==> config.mk <==
export PLATFORM = sky130hd
export DESIGN_NAME = board_commit_flat
export DESIGN_NICKNAME = d
export VERILOG_FILES = /design/src/rtl/board_commit_if.sv /design/src/rtl/board_commit.sv /design/src/flat_wrapper.sv
export SDC_FILE = /design/constraint.sdc
export NUM_CORES = 1
export LEC_CHECK = 0
export BUFFER_PORTS_ARGS = -buffer_cell sky130_fd_sc_hd__buf_4
export CAP_MARGIN = 25
export CELL_PAD_IN_SITES_DETAIL_PLACEMENT = 2
export CELL_PAD_IN_SITES_GLOBAL_PLACEMENT = 2
export CORE_MARGIN = 1
export CORE_UTILIZATION = 33
export CTS_CLUSTER_DIAMETER = 200
export DETAILED_ROUTE_END_ITERATION = 7
export HOLD_SLACK_MARGIN = 0.15
export PLACE_DENSITY = 0.92
export SLEW_MARGIN = 10
export SYNTH_ARGS = -nofsm -noshare
export SYNTH_HDL_FRONTEND = slang
export SYNTH_SLANG_ARGS = --single-unit
==> constraint.sdc <==
create_clock -name Clk -period 4.07 [get_ports Clk]
set_clock_uncertainty 0.05 [all_clocks]
set_input_delay 1.221 -clock Clk [delete_from_list [all_inputs] [get_ports Clk]]
set_output_delay 1.221 -clock Clk [all_outputs]
set_load 0.005 [all_outputs]
==> src/rtl/board_commit_if.sv <==
// Piece/board bus between the playfield controller and the gravity-and-lock engine.
// The controller (master) drives the active piece and gravity ticks; the engine (slave) owns the settled board.
interface board_commit_if;
  logic [21:0][9:0] blocks;
  logic             drop_tick;
  logic [21:0][9:0] rows;
  logic             move_down;
  logic             lock_done;
  logic [2:0]       lines_cleared;
  logic [15:0]      lines_total;
  logic             busy;
  logic             game_over;

  modport master (
    output blocks,
    output drop_tick,
    input  rows,
    input  move_down,
    input  lock_done,
    input  lines_cleared,
    input  lines_total,
    input  busy,
    input  game_over
  );

  modport slave (
    input  blocks,
    input  drop_tick,
    output rows,
    output move_down,
    output lock_done,
    output lines_cleared,
    output lines_total,
    output busy,
    output game_over
  );
endinterface

==> src/rtl/board_commit.sv <==
// Gravity step / lock-merge / line-clear engine over a 10x22 settled board; fall resolves 2 cycles after drop_tick, lock in 25+2n.
// drop_tick is taken only when idle and not game over; a tick arriving while busy is dropped, never queued.
module board_commit (
  input logic           Clk,
  input logic           reset_n,
  board_commit_if.slave bus
);

  typedef enum logic [2:0] {
    IDLE  = 3'd0,
    CHECK = 3'd1,
    DOWN  = 3'd2,
    MERGE = 3'd3,
    SCAN  = 3'd4,
    SHIFT = 3'd5,
    DONE  = 3'd6
  } state_t;

  state_t           state_q, state_d;
  logic [21:0][9:0] rows_q, rows_d;
  logic [4:0]       r_q, r_d;
  logic [2:0]       cnt_q, cnt_d;
  logic [2:0]       cleared_q, cleared_d;
  logic [15:0]      total_q, total_d;
  logic             game_over_q, game_over_d;
  logic             can_fall;
  logic             row_full;

  // Shifting the piece one row toward the bottom and ANDing with the board finds any collision.
  assign can_fall = (bus.blocks[21] == 10'h000) &&
                    (({bus.blocks[20:0], 10'h000} & rows_q) == '0);
  assign row_full = (rows_q[r_q] == 10'h3FF);

  always_ff @(posedge Clk or negedge reset_n) begin
    if (!reset_n) begin
      state_q     <= IDLE;
      rows_q      <= '0;
      r_q         <= 5'd0;
      cnt_q       <= 3'd0;
      cleared_q   <= 3'd0;
      total_q     <= 16'd0;
      game_over_q <= 1'b0;
    end else begin
      state_q     <= state_d;
      rows_q      <= rows_d;
      r_q         <= r_d;
      cnt_q       <= cnt_d;
      cleared_q   <= cleared_d;
      total_q     <= total_d;
      game_over_q <= game_over_d;
    end
  end

  always_comb begin
    state_d     = state_q;
    rows_d      = rows_q;
    r_d         = r_q;
    cnt_d       = cnt_q;
    cleared_d   = cleared_q;
    total_d     = total_q;
    game_over_d = game_over_q;

    case (state_q)
      IDLE: begin
        if (bus.drop_tick && !game_over_q) state_d = CHECK;
      end
      CHECK: begin
        state_d = can_fall ? DOWN : MERGE;
      end
      DOWN: begin
        state_d = IDLE;
      end
      MERGE: begin
        rows_d  = rows_q | bus.blocks;
        r_d     = 5'd21;
        cnt_d   = 3'd0;
        state_d = SCAN;
      end
      SCAN: begin
        if (row_full) begin
          state_d = SHIFT;
        end else if (r_q == 5'd0) begin
          state_d = DONE;
        end else begin
          r_d = r_q - 5'd1;
        end
      end
      SHIFT: begin
        // r stays put so the row that drops into position r gets re-tested.
        for (int k = 1; k < 22; k++) begin
          if (5'(k) <= r_q) rows_d[k] = rows_q[k-1];
        end
        rows_d[0] = 10'h000;
        cnt_d     = cnt_q + 3'd1;
        total_d   = total_q + 16'd1;
        state_d   = SCAN;
      end
      DONE: begin
        cleared_d = cnt_q;
        if ((rows_q[0] | rows_q[1]) != 10'h000) game_over_d = 1'b1;
        state_d = IDLE;
      end
      default: begin
        state_d = IDLE;
      end
    endcase
  end

  assign bus.rows          = rows_q;
  assign bus.move_down     = (state_q == DOWN);
  assign bus.lock_done     = (state_q == DONE);
  assign bus.lines_cleared = cleared_q;
  assign bus.lines_total   = total_q;
  assign bus.busy          = (state_q != IDLE);
  assign bus.game_over     = game_over_q;

endmodule

==> src/flat_wrapper.sv <==
// flat-port wrapper written by rule: the top's interface ports become plain ports
module board_commit_flat 
  (Clk, reset_n, bus_blocks, bus_drop_tick, bus_rows, bus_move_down, bus_lock_done, bus_lines_cleared, bus_lines_total, bus_busy, bus_game_over);
  board_commit_if bus_i ();
  input logic Clk;
  input logic reset_n;
  input wire logic [$bits(bus_i.blocks)-1:0] bus_blocks;
  input wire logic [$bits(bus_i.drop_tick)-1:0] bus_drop_tick;
  output wire logic [$bits(bus_i.rows)-1:0] bus_rows;
  output wire logic [$bits(bus_i.move_down)-1:0] bus_move_down;
  output wire logic [$bits(bus_i.lock_done)-1:0] bus_lock_done;
  output wire logic [$bits(bus_i.lines_cleared)-1:0] bus_lines_cleared;
  output wire logic [$bits(bus_i.lines_total)-1:0] bus_lines_total;
  output wire logic [$bits(bus_i.busy)-1:0] bus_busy;
  output wire logic [$bits(bus_i.game_over)-1:0] bus_game_over;
  assign bus_i.blocks = bus_blocks;
  assign bus_i.drop_tick = bus_drop_tick;
  assign bus_rows = bus_i.rows;
  assign bus_move_down = bus_i.move_down;
  assign bus_lock_done = bus_i.lock_done;
  assign bus_lines_cleared = bus_i.lines_cleared;
  assign bus_lines_total = bus_i.lines_total;
  assign bus_busy = bus_i.busy;
  assign bus_game_over = bus_i.game_over;
  board_commit u_core (.Clk(Clk), .reset_n(reset_n), .bus(bus_i));
endmodule
==> flow_metrics.env <==
export IMPL_outcome="finished, final reports clean"
export IMPL_ios=466
export IMPL_grt_pass1_wl_mm=140
export IMPL_dr_pass1_iters=6
export IMPL_drive_gt1_share_pct=33.7
export IMPL_cp_required_ps=4450
export IMPL_hold_viol=0
export IMPL_hold_path_class="flop to flop"
export IMPL_hpwl_mm=76.3
export IMPL_crit_path_max_incr_delay_ps=790
export IMPL_synth_edff_count=0
export IMPL_cp_max_fo=2
export IMPL_ctsHoldBuffers=0
export IMPL_worstPathArrival_ps=4450
export IMPL_total_power_mw=17.1
export IMPL_ys_async_sr_fraction_pct=100
export IMPL_fin_crit_sh_pct=100
export IMPL_gr_usage_met1_pct=55.4
export IMPL_slew_viol_final=0
export IMPL_grt_use_met2_pct=70.0
export IMPL_path_cells="buf_4, a22o_1, a221oi_1, nand3_1, nor4_1, nand2_1, o41ai_1, a211oi_1"
export IMPL_start_util_pct=33.5
export IMPL_ys_top_cells_by_area="dfrtp_1 (45%), o22a_1 (8.7%), a21oi_1 (5.8%)"
export IMPL_yosysUniqueCellTypes=70
export IMPL_synth_avg_cell_area_um2=9.89
export IMPL_drtAntennaViolNets=0
export IMPL_clock_latency_ps=610
export IMPL_wirelength_mm=99.8
export IMPL_cts_path_max_buffers=3
export IMPL_drc=0
export IMPL_cts_tree="built"
export IMPL_peakVddDrop_uv=362
export IMPL_ys_ff_latch=251
export IMPL_post_cts_buffers=0
export IMPL_worstSetupPathType="primary input to flop"
export IMPL_vias=17003
export IMPL_wl_per_cell_um=40.4
export IMPL_die_area_um2=43500
export IMPL_power_leakage_nw=8.27
export IMPL_finalCriticalPeriod_ps=4070
export IMPL_drv_cap=0
export IMPL_port_buffers=465
export IMPL_root_buffer="clkbuf_16"
export IMPL_cts_max_level=1
export IMPL_power_density_nw_per_um2=872
export IMPL_synth_seq_area_share_pct=44.6
export IMPL_slew_headroom_pct=37.0
export IMPL_ys_warn_count=0
export IMPL_die_height_um=209
export IMPL_hold_ws_ps=424
export IMPL_core_area_um2=42000
export IMPL_synth_most_common_cell="dfrtp_1"
export IMPL_first_global_vias=18081
export IMPL_fp_dieW_um=209
export IMPL_use_met3_pct=11.0
export IMPL_grt_max_degree=95
export IMPL_cts_buffers=30
export IMPL_overflow=0
export IMPL_viasPerCell=6.89
export IMPL_finalSetupViolCount=0
export IMPL_rsz0062_at_grt="no"
export IMPL_synthFlopType="dfrtp_1"
export IMPL_antenna_found_initial=5
export IMPL_grtUsageTotal_pct=45.2
export IMPL_drt_iter0_markers=2081
export IMPL_areaGrowthSynthToFinish_pct=39.3
export IMPL_crit_path_end_kind="flop"
export IMPL_fin_nets=2139
export IMPL_syn_area_um2=14100
export IMPL_timing_fmax_ghz=0.246
export IMPL_top_usage_layer="met2"
export IMPL_postCtsResizedCells=0
export IMPL_synth_top_area_cell="dfrtp_1"
export IMPL_tightest_slew_ps=946
export IMPL_cp_slowest_cell="nor4_1"
export IMPL_rows=75
export IMPL_cp_start_kind="primary input"
export IMPL_cts_sinks=251
export IMPL_place_congestion=1.01
export IMPL_yosys_area_top_type_share_pct=44.6
export IMPL_clk_pin_slew_worst_paths_ps=60
export IMPL_synthCells=1423
export IMPL_synth_fp_nets=1653
export IMPL_synth_top_cells_by_count="dfrtp_1 (251), a21oi_1 (163), nor2_1 (144), o22a_1 (139)"
## cell usage in the layout, fill, tap and decap left out, types with 45 or more instances in the layout
master   synthesis  routed
o21ai_0         60      58
a22oi_1         55      55
dfrtp_1        251     249
mux2i_1         45      45
buf_4            4     538
nor2_1         144     142
o21a_1          83      83
a21oi_1        163     163
o22a_1         139     139
nand2_1         83      83
## area by class of cell
class / count / area [µm²]
clock inverter: 8 / 118
sequential: 251 / 6290
antenna: 2 / 5.00
clock buffer: 43 / 891
inverter: 9 / 33.8
timing repair buffer: 549 / 4240
multi-input combinational: 1068 / 7350
tap: 539 / 674
fill: 4506 / 22400
## sequential cells by signal (all words and copies together), names as in the netlist
signal and cells:
u_core.bus.rows 220, u_core.bus.lines_total 16, u_core.r_q 5, u_core.bus.lines_cleared 3, u_core.cnt_q 3, u_core.state_q 3
u_core.bus.game_over 1
## critical path: cells and delay by family
family / cells / cell delay [ps]
AOI/OAI and AO/OA: 4 / 1860
buffers and inverters: 1 / 120
and+or+nand+nor: 3 / 1250
## logic make-up (layout without fill, tap and decap cells)
| group | Yosys count | in the layout | synth area share [%] |
|---|---|---|---|
| compound gates | 631 | 631 | 32.0 |
| mux | 81 | 81 | 7.71 |
| fa+ha+maj | 7 | 7 | 0.622 |
| xor+xnor | 15 | 15 | 0.934 |
| flops | 251 | 251 | 44.6 |
| other cells | 0 | 2 | 0 |
| buf+inv | 104 | 609 | 3.33 |
| simple gates | 334 | 334 | 10.8 |
## metrics by stage
step	cells	setup TNS [ps]	utilization [%]	area [µm²]	setup slack, ps
2_1_floorplan	1423	0	-	14100	1270
3_3_place_gp	2414	-290	44.1	18600	-290
3_5_place_dp	2414	-250	44.1	18600	-250
4_1_cts	2465	0	46.5	19600	308
5_1_grt	2467	0	46.6	19600	241
6_report	2469	0	46.6	19600	2.01
## final timing paths
kind | from | to | slack, ps | cells past startpoint
worst max-delay path | bus_blocks[158] | u_core.state_q[0] | 2 | 8
worst min-delay path | u_core.bus.lines_total[15] | u_core.bus.lines_total[15] | 420 | 1
worst max register to register | u_core.bus.rows[168] | u_core.state_q[0] | 170 | 8
worst min register to register | u_core.bus.lines_total[15] | u_core.bus.lines_total[15] | 420 | 1
max in group asynchronous | reset_n | u_core.bus.rows[202] | 2570 | 2
min in group asynchronous | reset_n | u_core.bus.rows[107] | 500 | 1
## power breakdown
part | internal (mW) | switching (mW) | leakage (nW)
combinational | 3.61 | 4.44 | 5.11
sequential | 3.49 | 2.66 | 2.66
clock | 1.69 | 1.20 | 0.496
## metal layers
| metal | vias up | part of all wire, % | wire length, µm |
|---|---|---|---|
| met5 | - | 0.016 | 16 |
| met3 | 407 | 10 | 9990 |
| met2 | 1430 | 45 | 44700 |
| met4 | 2 | 8.2 | 8210 |
| met1 | 8679 | 37 | 36900 |
| li1 | 6485 | - | - |
Note: power is estimated with default switching activity, not from simulation.
